===== src/rtl/pipe_pkg.sv =====
`default_nettype none
// ============================================================================
//  Module      : pipe_pkg
//  Description : Shared definitions for the 5-stage teaching pipeline:
//                opcodes, instruction field positions, NOP encoding and the
//                ID/EX control bundle layout.
//  Revision    : 1.0 - initial release
// ============================================================================
package pipe_pkg;

    // Instruction word width assumed by the decoder and field positions
    localparam int INSTR_BITS = 16;

    // Opcode encodings
    localparam logic [3:0] OP_NOP  = 4'd0;
    localparam logic [3:0] OP_ADD  = 4'd1;
    localparam logic [3:0] OP_SUB  = 4'd2;
    localparam logic [3:0] OP_AND  = 4'd3;
    localparam logic [3:0] OP_OR   = 4'd4;
    localparam logic [3:0] OP_ADDI = 4'd5;
    localparam logic [3:0] OP_LD   = 4'd6;
    localparam logic [3:0] OP_ST   = 4'd7;
    localparam logic [3:0] OP_BEQ  = 4'd8;

    // Field bit positions: [15:12] opcode, [11:9] rd, [8:6] rs1, [5:3] rs2, [2:0] imm
    localparam int OPC_HI = 15;
    localparam int OPC_LO = 12;
    localparam int RD_HI  = 11;
    localparam int RD_LO  = 9;
    localparam int RS1_HI = 8;
    localparam int RS1_LO = 6;
    localparam int RS2_HI = 5;
    localparam int RS2_LO = 3;
    localparam int IMM_HI = 2;
    localparam int IMM_LO = 0;

    // Bubble / no-operation instruction word
    localparam logic [INSTR_BITS-1:0] NOP_INSTR = 16'h0000;

    // ID/EX control bundle; an all-zero value is a bubble
    typedef struct packed {
        logic       valid;
        logic       reg_write;
        logic       mem_read;
        logic       mem_write;
        logic       branch;
        logic [3:0] opcode;
        logic [2:0] rd;
        logic [2:0] rs1;
        logic [2:0] rs2;
        logic [2:0] imm;
    } ctrl_t;

endpackage
`default_nettype wire


===== src/rtl/id_decode.sv =====
`default_nettype none
// ============================================================================
//  Module      : id_decode
//  Description : Combinational instruction decoder. Maps an instruction word
//                to the ID/EX control bundle, suppressing reg_write for rd=0
//                and mapping unused opcodes (9-15) to NOP control.
//  Revision    : 1.0 - initial release
// ============================================================================
module id_decode
    import pipe_pkg::*;
(
    input  logic [INSTR_BITS-1:0] instr,
    output ctrl_t                 ctrl
);

    logic [3:0] w_opcode;
    logic [2:0] w_rd;

    assign w_opcode = instr[OPC_HI:OPC_LO];
    assign w_rd     = instr[RD_HI:RD_LO];

    // Field extraction plus opcode-driven control; unknown opcodes keep control at 0
    always_comb begin
        ctrl           = '0;
        ctrl.valid     = 1'b1;
        ctrl.opcode    = w_opcode;
        ctrl.rd        = w_rd;
        ctrl.rs1       = instr[RS1_HI:RS1_LO];
        ctrl.rs2       = instr[RS2_HI:RS2_LO];
        ctrl.imm       = instr[IMM_HI:IMM_LO];
        case (w_opcode)
            OP_ADD, OP_SUB, OP_AND, OP_OR, OP_ADDI: ctrl.reg_write = 1'b1;
            OP_LD: begin
                ctrl.reg_write = 1'b1;
                ctrl.mem_read  = 1'b1;
            end
            OP_ST:   ctrl.mem_write = 1'b1;
            OP_BEQ:  ctrl.branch    = 1'b1;
            default: ;
        endcase
        // r0 is hard-wired, so writes to it are dropped here
        if (w_rd == 3'd0) begin
            ctrl.reg_write = 1'b0;
        end
    end

endmodule
`default_nettype wire


===== src/rtl/pipe_front_end.sv =====
`default_nettype none
// ============================================================================
//  Module      : pipe_front_end
//  Description : Fetch/decode front end. Holds the PC, IF/ID and ID/EX
//                registers, applies hazard-unit stalls/flushes and EX-stage
//                branch redirects, and keeps saturating stall/bubble counters.
//  Revision    : 1.0 - initial release
// ============================================================================
module pipe_front_end
    import pipe_pkg::*;
#(
    parameter int              PC_W     = 8,
    parameter int              INSTR_W  = 16,
    parameter logic [PC_W-1:0] RESET_PC = '0
) (
    input  logic               clk,
    input  logic               rstn,
    input  logic               pc_write,
    input  logic               if_id_write,
    input  logic               id_ex_flush,
    input  logic               branch_taken,
    input  logic [PC_W-1:0]    branch_target,
    output logic [PC_W-1:0]    imem_addr,
    input  logic [INSTR_W-1:0] imem_rdata,
    output logic [PC_W-1:0]    pc,
    output logic [INSTR_W-1:0] if_id_instr,
    output logic [PC_W-1:0]    if_id_pc,
    output logic               if_id_valid,
    output logic [2:0]         id_rs1,
    output logic [2:0]         id_rs2,
    output logic               id_ex_valid,
    output logic               id_ex_reg_write,
    output logic               id_ex_mem_read,
    output logic               id_ex_mem_write,
    output logic               id_ex_branch,
    output logic [3:0]         id_ex_opcode,
    output logic [2:0]         id_ex_rd,
    output logic [2:0]         id_ex_rs1,
    output logic [2:0]         id_ex_rs2,
    output logic [2:0]         id_ex_imm,
    output logic [PC_W-1:0]    id_ex_pc,
    output logic [7:0]         stall_cnt,
    output logic [7:0]         bubble_cnt
);

    localparam logic [PC_W-1:0] c_pc_one  = {{(PC_W-1){1'b0}}, 1'b1};
    localparam logic [7:0]      c_cnt_max = 8'hFF;

    logic [PC_W-1:0]    r_pc;
    logic [INSTR_W-1:0] r_if_instr;
    logic [PC_W-1:0]    r_if_pc;
    logic               r_if_valid;
    ctrl_t              r_id_ex;
    logic [PC_W-1:0]    r_id_ex_pc;
    logic [7:0]         r_stall_cnt;
    logic [7:0]         r_bubble_cnt;

    ctrl_t              w_dec;
    logic               w_bubble;
    logic               w_stall_evt;
    logic               w_bubble_evt;

    id_decode u_id_decode (
        .instr (r_if_instr),
        .ctrl  (w_dec)
    );

    // A redirect kills the IF/ID occupant too, so it always yields a bubble
    assign w_bubble     = branch_taken | id_ex_flush | ~r_if_valid;
    assign w_stall_evt  = ~pc_write & ~branch_taken;
    assign w_bubble_evt = id_ex_flush | branch_taken;

    // PC: redirect beats stall, otherwise sequential (wraps naturally)
    always_ff @(posedge clk or negedge rstn) begin
        if (!rstn) begin
            r_pc <= RESET_PC;
        end else if (branch_taken) begin
            r_pc <= branch_target;
        end else if (pc_write) begin
            r_pc <= r_pc + c_pc_one;
        end
    end

    // IF/ID: squash on redirect, hold on stall, else capture the fetch
    always_ff @(posedge clk or negedge rstn) begin
        if (!rstn) begin
            r_if_instr <= NOP_INSTR;
            r_if_pc    <= '0;
            r_if_valid <= 1'b0;
        end else if (branch_taken) begin
            r_if_instr <= NOP_INSTR;
            r_if_valid <= 1'b0;
        end else if (if_id_write) begin
            r_if_instr <= imem_rdata;
            r_if_pc    <= r_pc;
            r_if_valid <= 1'b1;
        end
    end

    // ID/EX: never held; either a zeroed bubble or the decode of IF/ID
    always_ff @(posedge clk or negedge rstn) begin
        if (!rstn) begin
            r_id_ex    <= '0;
            r_id_ex_pc <= '0;
        end else if (w_bubble) begin
            r_id_ex    <= '0;
            r_id_ex_pc <= '0;
        end else begin
            r_id_ex    <= w_dec;
            r_id_ex_pc <= r_if_pc;
        end
    end

    // Saturating performance counters
    always_ff @(posedge clk or negedge rstn) begin
        if (!rstn) begin
            r_stall_cnt  <= '0;
            r_bubble_cnt <= '0;
        end else begin
            if (w_stall_evt && (r_stall_cnt != c_cnt_max)) begin
                r_stall_cnt <= r_stall_cnt + 8'd1;
            end
            if (w_bubble_evt && (r_bubble_cnt != c_cnt_max)) begin
                r_bubble_cnt <= r_bubble_cnt + 8'd1;
            end
        end
    end

    assign imem_addr       = r_pc;
    assign pc              = r_pc;
    assign if_id_instr     = r_if_instr;
    assign if_id_pc        = r_if_pc;
    assign if_id_valid     = r_if_valid;
    assign id_rs1          = r_if_instr[RS1_HI:RS1_LO];
    assign id_rs2          = r_if_instr[RS2_HI:RS2_LO];
    assign id_ex_valid     = r_id_ex.valid;
    assign id_ex_reg_write = r_id_ex.reg_write;
    assign id_ex_mem_read  = r_id_ex.mem_read;
    assign id_ex_mem_write = r_id_ex.mem_write;
    assign id_ex_branch    = r_id_ex.branch;
    assign id_ex_opcode    = r_id_ex.opcode;
    assign id_ex_rd        = r_id_ex.rd;
    assign id_ex_rs1       = r_id_ex.rs1;
    assign id_ex_rs2       = r_id_ex.rs2;
    assign id_ex_imm       = r_id_ex.imm;
    assign id_ex_pc        = r_id_ex_pc;
    assign stall_cnt       = r_stall_cnt;
    assign bubble_cnt      = r_bubble_cnt;

endmodule
`default_nettype wire


===== config.mk =====
export PLATFORM = sky130hd
export DESIGN_NAME = pipe_front_end
export DESIGN_NICKNAME = d
export VERILOG_FILES = /design/src/rtl/pipe_pkg.sv /design/src/rtl/id_decode.sv /design/src/rtl/pipe_front_end.sv
export SDC_FILE = /design/constraint.sdc
export NUM_CORES = 1
export LEC_CHECK = 0
export ABC_AREA = 1
export BUFFER_PORTS_ARGS = -buffer_cell sky130_fd_sc_hd__buf_2
export CORE_UTILIZATION = 30
export CTS_CLUSTER_SIZE = 8
export DETAILED_ROUTE_END_ITERATION = 8
export SLEW_MARGIN = 0
export SYNTH_ARGS = -nofsm -noshare
export SYNTH_HDL_FRONTEND = slang
export SYNTH_SLANG_ARGS = --single-unit

===== constraint.sdc =====
create_clock -name clk -period 2.66 [get_ports clk]
set_clock_uncertainty 0.05 [all_clocks]
set_input_delay 0.266 -clock clk [delete_from_list [all_inputs] [get_ports clk]]
set_output_delay 0.266 -clock clk [all_outputs]
set_load 0.05 [all_outputs]

==> metrics <==
run status finished, final reports clean; worst-case headroom to the max-slew limit 33.9%; postcts setup bufs 0; fraction of layout instances using a drive strength above 1 31.7%; portion of the clock cycle consumed by the worst path in the final layout 58.6%; die width 109 um; standby leakage power 0.00241 uW; cell area after synthesis 0.00345 mm2; Worst Tran Pin Value 0.991 ns; TNS Setup 0 ns; remaining antenna violation count after routing 0; worst setup path class flop to flop; clock tree sinks 78; number of buffer and inverter stages on the critical path 2; fin crit period 1.56 ns; cell seen most often among critical-path stages nand2_1; insertion delay to the later sink of the worst-skew pair 0.33 ns; number of buffer cells added on primary ports 121; I/O pin cnt 122; floorplan die height 109 um; vias in the first global route 2716; fraction of synthesis flops using an asynchronous set or reset pin 100%; first-pass GRT wire length 13.4 mm; DR pass1 iterations 4; number of placement rows 38; overall die area 0.0119 mm2; buffers from clock root to sink, at most 2; overall routing resource usage 15.0%; Peak supply drop 538 uV; path category of the worst min-delay check primary input to asynchronous set/reset pin; number of synthesized register bits 78; GR met2 Demand/Resource 24.6%; post-layout util 40.0%; critical path, cell by cell ha_1, nand3_1, inv_1, nand2_1, nand2_2, inv_1, nand2_1, nand2_1; mean number of vias per cell 4.52; RePlAce Congestion 0.753; Max stage delay on crit path 0.45 ns; Data required, critical path 2.83 ns; number of hold-slack violations in the final timing report 0; number of warning messages in the yosys log 0; post-cts sizing count 0; number of buffers created by CTS 9; met1 track utilization from global routing 19.3%; Mapped Nets 410; filler cell count in the final layout 1127; count of max-cap constraint violations 0; clock transition at the registers of the reported paths 0.06 ns; busiest layer in global routing met2; delay-heaviest family, CP simple AND/OR/NAND/NOR gates; Sequential Area 0.00195 mm2; number of unique standard cell types used by synthesis 28; Avg Cell Area, Syn 9.14 um2; antenna cells 0; remaining routing DRC violations 0; Post-synth top flop dfrtp_1; final setup violation count 0; maximum fanout along the worst path 9; global-route congestion overflow total 0; total wire length 8.48 mm; Post-synth EDFFs 0; met3 Use GR 2.81%; clock tree root buffer cell clkbuf_16; Power Density 886 mW/mm2; routed len/inst 13.4 um; area delta synth->final 27.9%; critical path's slowest cell dfrtp_1; total half-perimeter wirelength after legalization and detailed placement 6.18 mm; Std-Cell Core Area 0.0110 mm2; setup repair after global routing missed its margin no; post-synthesis cell count 377; initial antenna violation count 0; CTS HTree Levels 3; post-synthesis sequential area ratio 56.6%; Slew Limit Fails 0; Post-CTS Hold Buffers 0; TritonCTS clock tree yes; critical path capture point type flop; initial core utilization 31.3%; detailed-route via count 2858; multi-input gate area in the final layout 0.00113 mm2; final net count 520; number of DRC violations after detailed-routing iteration 0 122; worst reg-to-reg setup slack 1.10 ns; largest net degree at the start of global routing 79; Peak Freq 0.641 GHz; startpoint kind of the worst setup timing path flop; Arr. time, crit path 1.73 ns
==> cell families after synthesis <==
| kind of cell | synth area share, % |
|---|---|
| buffers and inverters | 10.5 |
| flip-flops | 56.6 |
| AO/OA/AOI/OAI | 6.90 |
| adder cells (fa/ha/maj) | 1.09 |
| AND/OR/NAND/NOR | 22.6 |
| XOR/XNOR | 2.29 |
==> sequential cells by signal, indices dropped and copies added (netlist names), 3 cells and up <==
register and cells:
imem_addr 8, stall_cnt 8, id_ex_pc 8, id_ex_imm 3, id_ex_opcode 4, if_id_instr 16
id_ex_rd 3, id_ex_rs1 3, bubble_cnt 8, id_ex_rs2 3, if_id_pc 8
==> per-layer routing <==
metal / wire length, um / vias to the layer above
li1: - / 1387
met1: 3830 / 1361
met2: 4020 / 99
met3: 498 / 11
met4: 130 / 0
met5: 0 / -
==> final timing paths <==
kind                              endpoint              from  depth (start not counted)
min in group clk              imem_addr[1]  branch_target[1]                          3
max                           stall_cnt[0]      stall_cnt[0]                          8
max in group asynchronous      if_id_pc[3]              rstn                          1
max reg2reg                   stall_cnt[0]      stall_cnt[0]                          8
min                          bubble_cnt[0]              rstn                          1
min reg2reg                id_ex_reg_write   if_id_instr[15]                          1
==> report_power, final <==
| part | internal (uW) | switching [uW] |
|---|---|---|
| Sequential | 1310 | 147 |
| Clock | 969 | 470 |
| Combinational | 236 | 774 |
| Total | 2510 | 1390 |
==> worst reg2reg max path, stage by stage, from the launching register on <==
cell and delay [ns]:
dfrtp_1 0.45, ha_1 0.23, nand3_1 0.16, inv_1 0.09
nand2_1 0.06, nand2_2 0.15, inv_1 0.14, nand2_1 0.09
nand2_1 0.05
==> cell usage in the layout, fill, tap and decap left out <==
| cell | instances |
|---|---|
| a22oi_1 | 5 |
| clkbuf_16 | 9 |
| nand2_4 | 1 |
| dfrtp_1 | 78 |
| nor4_1 | 2 |
| o21ai_2 | 10 |
| clkbuf_8 | 2 |
| nand2_1 | 90 |
| xor2_1 | 5 |
| or2_1 | 1 |
| buf_2 | 120 |
| nand2_2 | 3 |
| nand4_1 | 2 |
| nor2_1 | 42 |
| buf_4 | 4 |
| o211ai_1 | 1 |
| bufinv_16 | 3 |
| inv_2 | 2 |
| inv_1 | 42 |
| xnor2_1 | 4 |
| clkbuf_1 | 2 |
| o21ai_0 | 15 |
| nor2_8 | 1 |
| nand3_1 | 35 |
| ha_1 | 3 |
| a21oi_1 | 6 |
| nor3_1 | 2 |
| nor2_4 | 1 |
| nand3b_1 | 1 |
==> area by class of cell <==
cell class                      count  area share [%]
Multi-Input combinational cell    230            25.7
Sequential cell                    78            44.3
Clock buffer                       13            5.90
Timing Repair Buffer              124            14.3
Inverter                           44            3.75
Tap cell                          140            3.97
Clock inverter                      3            2.04
==> metrics by stage <==
| step | worst slack, ns | instance area (um2) | instances | total power, uW | hold slack, ns |
|---|---|---|---|---|---|
| 3_3_place_gp | 0.838 | 4060 | 616 | 2480 | 0.397 |
| 3_5_place_dp | 0.702 | 4060 | 616 | 2500 | 0.411 |
| 5_1_grt | 0.893 | 4410 | 632 | 4090 | 0.123 |
| 6_report | 1.10 | 4410 | 632 | 3900 | 0.0473 |
| 4_1_cts | 1.07 | 4410 | 632 | 3950 | 0.0901 |
| 2_1_floorplan | 0.982 | 3450 | 377 | 2250 | -0.0796 |
==> synthesized netlist by cell type (all sizes together) (3+ instances only) <==
cell type  number  share of area (%)
nand2          94                 11
dfrtp          78                 57
inv            44                4.8
nor2           44                5.5
nand3          35                5.1
buf            25                5.7
o21ai          25                4.7
a21oi           6               0.87
a22oi           5                1.1
xor2            5                1.3
xnor2           4                1.0
ha              3                1.1
No activity file was read; power rests on OpenSTA's default activity.
